$ cat config.mk
export PLATFORM = sky130hd
export DESIGN_NAME = radix4_online_mul_sequencer
export DESIGN_NICKNAME = d
export VERILOG_FILES = /design/src/rtl/radix4_online_pkg.sv /design/src/rtl/online_digit_shreg.sv /design/src/rtl/radix4_online_mul_sequencer.sv
export SDC_FILE = /design/constraint.sdc
export NUM_CORES = 1
export LEC_CHECK = 0
export CORE_ASPECT_RATIO = 0.6
export CORE_UTILIZATION = 40
export CTS_CLUSTER_SIZE = 25
export DETAILED_ROUTE_END_ITERATION = 7
export PLACE_DENSITY = 0.66
export SLEW_MARGIN = 20
export SYNTH_ARGS = -nofsm -noshare
export SYNTH_HDL_FRONTEND = slang
export SYNTH_SLANG_ARGS = --single-unit
$ cat constraint.sdc
create_clock -name clk -period 3.03 [get_ports clk]
set_input_delay 0.7575 -clock clk [delete_from_list [all_inputs] [get_ports clk]]
set_output_delay 0.7575 -clock clk [all_outputs]
set_load 0.01 [all_outputs]
$ cat src/rtl/radix4_online_pkg.sv
// Shared types and helpers for the radix-4 online multiplier sequencer.
//   seq_state_e  : sequencer FSM states
//   capture_len  : number of product digits collected (2N+1 full, N+1 reduced)
//   k_width      : width of the phase counter
//   ZeroDigit    : signed-digit encoding of 0 (all-zero)
package radix4_online_pkg;

    typedef enum logic [1:0] {
        StIdle,
        StClear,
        StRun,
        StDone
    } seq_state_e;

    localparam int unsigned ZeroDigit = 0;

    function automatic int unsigned capture_len(input int unsigned n, input logic full);
        return full ? (2 * n + 1) : (n + 1);
    endfunction

    function automatic int unsigned k_width(input int unsigned delta, input int unsigned n);
        return $clog2(delta + 2 * n + 3);
    endfunction

endpackage

$ cat src/rtl/online_digit_shreg.sv
// Parallel-load, MSD-first digit shift register.
// Shifts left by one digit with serial_i entering the low digit, so the top digit
// is always the next one to stream out and the last shifted-in digit sits lowest.
//   clk_i       : clock
//   rst_i       : asynchronous active-high reset, clears contents
//   load_i      : parallel load (wins over shift)
//   load_data_i : value for parallel load
//   shift_i     : shift left by one digit
//   serial_i    : digit entering at the low end
//   data_o      : register contents
module online_digit_shreg
    import radix4_online_pkg::*;
#(
    parameter int unsigned NumDigits = 4,
    parameter int unsigned DigitBits = 3
) (
    input  logic                           clk_i,
    input  logic                           rst_i,
    input  logic                           load_i,
    input  logic [NumDigits*DigitBits-1:0] load_data_i,
    input  logic                           shift_i,
    input  logic [DigitBits-1:0]           serial_i,
    output logic [NumDigits*DigitBits-1:0] data_o
);

    localparam int unsigned Width = NumDigits * DigitBits;

    logic [Width-1:0] data_q;

    always_ff @(posedge clk_i or posedge rst_i) begin
        if (rst_i) begin
            data_q <= '0;
        end else if (load_i) begin
            data_q <= load_data_i;
        end else if (shift_i) begin
            data_q <= {data_q[Width-DigitBits-1:0], serial_i};
        end
    end

    assign data_o = data_q;

endmodule

$ cat src/rtl/radix4_online_mul_sequencer.sv
// Transaction controller for one radix4multiplier instance.
// Accepts a parallel operand pair, pulses the multiplier reset for one cycle, streams
// operand digits MSD-first, skips the online-delay digits, collects the product digits
// and offers the assembled result on a valid/ready output.
//   clk, extern_reset         : clock, asynchronous active-high reset
//   in_valid/in_ready         : operand handshake (ready only in IDLE)
//   din1, din2, full_sel_in   : operands (MSD in top digit), full/reduced product select
//   x, y, mul_reset           : digit streams and reset to the multiplier
//   full_result_sel, z        : latched mode to the multiplier, product digit from it
//   out_valid/out_ready, dout : result handshake, product (last captured digit lowest)
//   busy                      : FSM not idle
//   op_count                  : completed transactions, only with RADIX4_SEQ_OPCOUNT_EN
module radix4_online_mul_sequencer
    import radix4_online_pkg::*;
#(
    parameter int unsigned NO_OF_DIGITS = 4,
    parameter int unsigned RADIX_BITS   = 3,
    parameter int unsigned RADIX        = 4,
    parameter int unsigned DELTA        = 2
) (
    input  logic                                    clk,
    input  logic                                    extern_reset,
    input  logic                                    in_valid,
    output logic                                    in_ready,
    input  logic [NO_OF_DIGITS*RADIX_BITS-1:0]      din1,
    input  logic [NO_OF_DIGITS*RADIX_BITS-1:0]      din2,
    input  logic                                    full_sel_in,
    output logic [RADIX_BITS-1:0]                   x,
    output logic [RADIX_BITS-1:0]                   y,
    output logic                                    mul_reset,
    output logic                                    full_result_sel,
    input  logic [RADIX_BITS-1:0]                   z,
    output logic                                    out_valid,
    input  logic                                    out_ready,
    output logic [(2*NO_OF_DIGITS+1)*RADIX_BITS-1:0] dout,
    output logic                                    busy
`ifdef RADIX4_SEQ_OPCOUNT_EN
    ,
    output logic [15:0]                             op_count
`endif
);

    localparam int unsigned OpW    = NO_OF_DIGITS * RADIX_BITS;
    localparam int unsigned OutD   = 2 * NO_OF_DIGITS + 1;
    localparam int unsigned KW     = k_width(DELTA, NO_OF_DIGITS);
    localparam int unsigned LFull  = capture_len(NO_OF_DIGITS, 1'b1);
    localparam int unsigned LRed   = capture_len(NO_OF_DIGITS, 1'b0);

    localparam logic [KW-1:0] CapFirst    = KW'(DELTA + 1);
    localparam logic [KW-1:0] CapLastFull = KW'(DELTA + LFull);
    localparam logic [KW-1:0] CapLastRed  = KW'(DELTA + LRed);
    localparam logic [KW-1:0] NumDigitsK  = KW'(NO_OF_DIGITS);
    localparam logic [RADIX_BITS-1:0] Zero = RADIX_BITS'(ZeroDigit);

    if (RADIX < 2 || RADIX > (1 << RADIX_BITS)) begin : g_radix_check
        $error("RADIX does not fit in RADIX_BITS signed digits");
    end

    seq_state_e            state_q;
    logic [KW-1:0]         k_q;
    logic                  full_q;
    logic                  mul_reset_q;
    logic [RADIX_BITS-1:0] x_q, y_q;
    logic                  out_valid_q;

    logic                  accept, emit, capture;
    logic [KW-1:0]         cap_last;
    logic [OpW-1:0]        op1_data, op2_data;

    always_comb begin
        accept   = in_valid && (state_q == StIdle);
        cap_last = full_q ? CapLastFull : CapLastRed;
        capture  = (state_q == StRun) && (k_q >= CapFirst) && (k_q <= cap_last);
        // A digit is emitted at the edge that opens phase k+1 (or k=0 leaving CLEAR),
        // so x/y are registered and valid for the whole RUN cycle k < N.
        emit     = (state_q == StClear) ||
                   ((state_q == StRun) && ((k_q + KW'(1)) < NumDigitsK));
    end

    assign in_ready = (state_q == StIdle);
    assign busy     = (state_q != StIdle);

    always_ff @(posedge clk or posedge extern_reset) begin
        if (extern_reset) begin
            state_q     <= StIdle;
            k_q         <= '0;
            full_q      <= 1'b0;
            mul_reset_q <= 1'b1;
            x_q         <= Zero;
            y_q         <= Zero;
            out_valid_q <= 1'b0;
        end else begin
            unique case (state_q)
                StIdle: begin
                    if (accept) begin
                        state_q     <= StClear;
                        k_q         <= '0;
                        full_q      <= full_sel_in;
                        mul_reset_q <= 1'b1;
                        x_q         <= Zero;
                        y_q         <= Zero;
                    end
                end
                StClear: begin
                    state_q     <= StRun;
                    mul_reset_q <= 1'b0;
                    x_q         <= op1_data[OpW-1 -: RADIX_BITS];
                    y_q         <= op2_data[OpW-1 -: RADIX_BITS];
                end
                StRun: begin
                    k_q <= k_q + KW'(1);
                    x_q <= emit ? op1_data[OpW-1 -: RADIX_BITS] : Zero;
                    y_q <= emit ? op2_data[OpW-1 -: RADIX_BITS] : Zero;
                    if (capture && (k_q == cap_last)) begin
                        state_q     <= StDone;
                        out_valid_q <= 1'b1;
                    end
                end
                StDone: begin
                    if (out_ready) begin
                        state_q     <= StIdle;
                        out_valid_q <= 1'b0;
                    end
                end
                default: state_q <= StIdle;
            endcase
        end
    end

    online_digit_shreg #(
        .NumDigits(NO_OF_DIGITS),
        .DigitBits(RADIX_BITS)
    ) u_op1 (
        .clk_i       (clk),
        .rst_i       (extern_reset),
        .load_i      (accept),
        .load_data_i (din1),
        .shift_i     (emit),
        .serial_i    (Zero),
        .data_o      (op1_data)
    );

    online_digit_shreg #(
        .NumDigits(NO_OF_DIGITS),
        .DigitBits(RADIX_BITS)
    ) u_op2 (
        .clk_i       (clk),
        .rst_i       (extern_reset),
        .load_i      (accept),
        .load_data_i (din2),
        .shift_i     (emit),
        .serial_i    (Zero),
        .data_o      (op2_data)
    );

    // Product collector: cleared on accept, z shifts in at the low end.
    online_digit_shreg #(
        .NumDigits(OutD),
        .DigitBits(RADIX_BITS)
    ) u_prod (
        .clk_i       (clk),
        .rst_i       (extern_reset),
        .load_i      (accept),
        .load_data_i ('0),
        .shift_i     (capture),
        .serial_i    (z),
        .data_o      (dout)
    );

    assign x               = x_q;
    assign y               = y_q;
    assign mul_reset       = mul_reset_q;
    assign full_result_sel = full_q;
    assign out_valid       = out_valid_q;

`ifdef RADIX4_SEQ_OPCOUNT_EN
    logic [15:0] op_count_q;

    always_ff @(posedge clk or posedge extern_reset) begin
        if (extern_reset) begin
            op_count_q <= '0;
        end else if (out_valid_q && out_ready) begin
            op_count_q <= op_count_q + 16'd1;
        end
    end

    assign op_count = op_count_q;
`endif

endmodule

==> qor.yml, run 1 <==
status: "finished clean"
fin_crit_sh: 0.840
routabilityCongestion: 0.780
worstReg2RegStart: "state_q[0]"
drive_gt1_frac: 0.0836
io_pins: 70
synthesis.area_sq_um: 3000
p_leak_nw: 2.03
worst-endpoint-arrival_ps: 1790
numCtsBuffers: 9
grt_pass1_vias: 2203
drtIter0Drc: 122
clockPowerShare: 0.271
fin_crit_ps: 2550
multiInputGateArea_sq_um: 1240
dr_total_vias: 2188
syn-num-nets: 323
floorplan.initialDensity: 0.413
fillers: 653
synthCells: 283
ys_ff_latch: 66
drc: 0
grt_max_degree: 67
coreArea_sq_um: 7270
worst_ep_required_time_ps: 2270
synth_cell_types: 29
seq_area_frac_synth: 0.550
ant_nets: 0
relSlewSlack: 0.703
crit_path_end_kind: "primary output"
setup_viol: 0
r2r_end: "u_op2.data_o[10]"
rows: 24
cts_buffer_depth: 2
start_kind: "register"
synth.avg_cell_area_sq_um: 10.6
power.total_mw: 4.01
wl_per_cell_microns: 13.4
combPwrFrac: 0.383
cts_max_level: 3
p_switching_mw: 1.39
critPathMaxFanout: 6
r2r_cells: 7
critPathKind: "register to primary output"
cap_violations: 0
die_h_microns: 69.1
cts_root_buf: "clkbuf_16"
register_area_sq_um: 1650
tns_ps: 0
peakVddDrop_uv: 573
grt_pass1_wl_mm: 10.6
synth-simple-area-share: 0.135
overflow: 0
clkSinkCount: 66
yosys_warnings: 0
p_sw_frac: 0.347
cts_resized: 0
fp.dieW_microns: 114
clk_pin_slew_ps: 60
antenna_cells: 0
endpoint: "busy"
viasPerCell: 4.73
synth-compound-area-share: 0.0917
wl_mm: 6.20
fin_nets: 394
finalClockSkew_ps: 5.06
power_per_cell_area_nw_per_um2: 976
crit_start: "state_q[0]"
io_buffers: 69
synthMuxAreaShare: 0.153
fmax_mhz: 393
synth_top_family_by_area: "multiplexers"
yosys.area_share.adder: 0.0333
internal_power_mw: 2.62
post_cts_buffers: 0
worst_pin_slew_ps: 445
r2r_slack_ps: 910
hold_violations: 0
seq_power_share: 0.345
ctsHoldBuffers: 0
clk_latency_ps: 330
dp_hpwl_mm: 4.19
dieArea_sq_um: 7870
grt_antenna_before_repair: 0
yosys.area_share.xor_xnor: 0
slew_viol_final: 0
rsz0062_at_grt: "false"
cts_tree: "yes"
area_delta_synth_final_pct: 36.7
first_pass_iters: 4
grt_usage: 0.176
hold_path_class: "register to register"
cell usage in the layout (no fill, tap or decap), types with 2 or more instances in the layout:
master           synthesis  final
clkbuf_16                0      9
o21ai_0                 18     18
buf_4                    0      4
inv_1                    6      5
bufinv_16                0      2
mux2i_1                 46     46
clkdlybuf4s50_1          0     69
nand2_1                 35     35
dfrtp_1                 65     65
nor2_1                  49     49
ha_1                     8      8
nand2b_1                 5      5
a21oi_1                 21     21
clkinv_2                 0      2
clkinvlp_4               0      2
layout make-up:
cell class,instances,area share
multi-input combinational,197,0.302
clock inverter,7,0.0229
inverter,6,0.00549
tap,104,0.0317
timing repair buffer,74,0.180
sequential,66,0.403
clock buffer,9,0.0549
routing by layer:
metal,global-route usage,vias to the layer above,part of all wire
li1,-,1105,-
met1,0.247,1029,0.51
met2,0.249,46,0.43
met3,0.0598,8,0.052
met4,0.0693,0,0.0084
met5,0,-,0
metrics by stage:
stage / instance area [sq um] / setup slack [ps] / hold slack [ps] / cells / utilization
floorplan: 3000 / 619 / 486 / 283 / -
global placement: 3790 / 794 / 473 / 447 / 0.521
detailed placement: 3790 / 740 / 482 / 447 / 0.521
CTS: 4110 / 474 / 494 / 463 / 0.565
global route: 4110 / 411 / 529 / 463 / 0.565
finish: 4110 / 484 / 485 / 463 / 0.565
power groups by stage:
stage                     Combinational, mW  Sequential [mW]  Clock [mW]
after floorplan                        1.13             1.37           0
after global placement                 1.51             1.38           0
after detailed placement               1.54             1.39           0
after CTS                              1.55             1.38        1.12
after global routing                   1.72             1.42        1.15
final                                  1.54             1.38        1.09
cells in the mapped netlist:
cell / n / area, sq um
a22o_2: 1 / 10.0
dfrtp_1: 65 / 1630
mux2i_1: 46 / 460
o21ai_4: 1 / 16.3
buf_8: 1 / 15.0
nor2_4: 1 / 11.3
clkbuf_1: 9 / 33.8
and3_1: 1 / 6.26
nand2_1: 35 / 131
buf_6: 3 / 33.8
a41oi_1: 1 / 8.76
and4_1: 1 / 8.76
a21oi_1: 21 / 105
a32o_1: 1 / 10.0
ha_1: 8 / 100
and2_1: 1 / 6.26
nor2b_1: 1 / 6.26
inv_1: 6 / 22.5
dfstp_2: 1 / 26.3
and3_2: 1 / 7.51
nand3_1: 1 / 5.00
o21ai_0: 18 / 90.1
clkbuf_2: 1 / 5.00
a22o_1: 1 / 8.76
nand2b_1: 5 / 31.3
a21boi_2: 1 / 11.3
a221oi_2: 1 / 15.0
nor2_1: 49 / 184
nand2_2: 1 / 6.26
critical path: stages (launching register included):
cell	delay [ps]
dfrtp_1	430
inv_1	90
ha_1	300
inv_1	100
clkdlybuf4s50_1	540
flip-flops by register name (all words and copies together) (netlist names):
register,count
x,3
full_result_sel,1
y,3
u_op1.data_o,12
k_q,4
u_prod.data_o,27
out_valid,1
u_op2.data_o,12
mul_reset,1
state_q,2
worst min-delay path by stage:
stage                         start        end  slack [ps]  depth (start not counted)
after CTS                      x[1]       x[1]         490                          2
after detailed placement       x[1]       x[1]         480                          2
final                          x[1]       x[1]         480                          2
after global placement    mul_reset  mul_reset         470                          2
after floorplan           mul_reset  mul_reset         490                          2
after global routing      mul_reset  mul_reset         530                          2
kinds of logic after synthesis:
| family | after synthesis |
|---|---|
| simple gates | 97 |
| flops | 66 |
| compound gates | 46 |
| mux | 46 |
| buf+inv | 20 |
| fa+ha+maj | 8 |
No activity file was read; power rests on OpenSTA's default activity.
==> run 2, diff against run 1 <==
Clock period 3.03 ns to 2.4 ns, I/O delays scaled along.
==> qor.yml, run 2 (synthesized netlist as in run 1, its figures left out) <==
r2r_cells: 6
start_kind: "register"
routabilityCongestion: 0.815
fin_crit_ps: 2300
viasPerCell: 4.88
worst-endpoint-arrival_ps: 1700
cap_violations: 0
crit_start: "state_q[0]"
peakVddDrop_uv: 883
largest_reg_flops: 27
drive_gt1_frac: 0.0838
path_cells: "inv_1, ha_2, inv_1, clkdlybuf4s50_1"
dp_hpwl_mm: 4.42
clk_pin_slew_ps: 50
fp.dieW_microns: 114
grt_pass1_vias: 2160
coreArea_sq_um: 7270
area_delta_synth_final_pct: 36.1
critPathMaxFanout: 6
rows: 24
setup_viol: 0
clk_latency_ps: 320
drtIter0Drc: 165
antenna_cells: 0
status: "finished clean"
r2r_slack_ps: 160
cp_num_buf_inv: 3
tns_ps: 0
cts_tree: "yes"
io_pins: 70
die_h_microns: 69.1
internal_power_mw: 3.25
crit_top_cell: "inv_1"
seq_power_share: 0.348
relSlewSlack: 0.397
numCtsBuffers: 9
power_per_cell_area_nw_per_um2: 1230
slowest_stage: "clkdlybuf4s50_1"
cts_max_level: 3
min_to: "y[2]"
min_from: "y[2]"
clkSinkCount: 66
critPathTopFamily: "buffers and inverters"
fin_crit_sh: 0.956
worstReg2RegStart: "state_q[0]"
grt_pass1_wl_mm: 10.7
wl_mm: 6.64
slew_viol_final: 0
hold_violations: 0
drc: 0
grt_max_degree: 67
p_switching_mw: 1.75
fmax_mhz: 436
power.total_mw: 5.01
cts_root_buf: "clkbuf_16"
grt_usage: 0.178
io_buffers: 69
p_leak_nw: 2.03
ctsHoldBuffers: 0
floorplan.initialDensity: 0.413
ant_nets: 0
worst_pin_slew_ps: 901
critPathKind: "register to primary output"
first_pass_iters: 4
rsz0062_at_grt: "false"
finalClockSkew_ps: 4.85
overflow: 0
combPwrFrac: 0.395
crit_path_end_kind: "primary output"
clockPowerShare: 0.257
most-common-layout-cells: "69 x clkdlybuf4s50_1, 65 x dfrtp_1, 49 x nor2_1, 46 x mux2i_1, 35 x nand2_1"
p_sw_frac: 0.350
final_common_cell: "clkdlybuf4s50_1"
cts_buffer_depth: 2
critPathMaxStageDelay_ps: 530
grt_antenna_before_repair: 0
holdPathStages: 2
dr_total_vias: 2253
hold_path_class: "register to register"
wl_per_cell_microns: 14.4
r2r_end: "u_prod.data_o[15]"
fin_nets: 395
worst_ep_required_time_ps: 1800
dieArea_sq_um: 7870
-- run 2: cell count changes in the layout (fill, tap and decap cells not counted), sizes merged --
cell and change:
clkinvlp -2, clkinv -1, bufinv -1, clkbuf +2, nor2 +1
-- run 2: worst min-delay path, cell delays in order, from the launching register on --
cell     delay [ps]
dfrtp_1         340
nand2_1          40
o21ai_0          60
-- run 2: power groups by stage --
stage / combinational [mW] / sequential (mW) / clock [mW]
after floorplan: 1.43 / 1.73 / 0
after global placement: 1.92 / 1.75 / 0
after detailed placement: 1.96 / 1.75 / 0
after CTS: 1.98 / 1.74 / 1.30
after global routing: 2.20 / 1.79 / 1.37
final: 1.98 / 1.74 / 1.29
-- run 2: how the worst max path moves through the flow --
stage	endpoint	slack [ps]	cells after the start
floorplan	full_result_sel	150	1
global placement	u_prod.data_o[7]	170	6
detailed placement	u_prod.data_o[17]	120	6
CTS	busy	20	4
global route	u_prod.data_o[5]	5	6
finish	busy	100	4
-- run 2: repair_timing --
| item | in CTS | in global routing |
|---|---|---|
| setup endpoints to repair | 0 | 31 |
| buffers inserted | 0 | 0 |
| resized for setup | 0 | 1 |
-- run 2: layout make-up --
cell class | instances | area (sq um)
Clock inverter | 3 | 40.0
Sequential cell | 66 | 1650
Timing Repair Buffer | 74 | 741
Fill cell | 683 | 3180
Inverter | 6 | 22.5
Tap cell | 104 | 130
Multi-Input combinational cell | 198 | 1250
Clock buffer | 11 | 253
-- run 2: per-stage QoR --
step	setup slack, ps	std cells	util	area [sq um]	hold WS [ps]
final	105	462	0.563	4090	480
after global routing	4.95	462	0.563	4090	514
after CTS	23.0	461	0.561	4080	487
after detailed placement	118	447	0.521	3790	476
after global placement	166	447	0.521	3790	471
after floorplan	147	283	-	3000	486
-- run 2: layer usage --
layer | share of wire | GRT usage
met1 | 0.52 | 0.262
met2 | 0.42 | 0.251
met3 | 0.050 | 0.0580
met4 | 0.0080 | 0.0519
met5 | 0 | 0
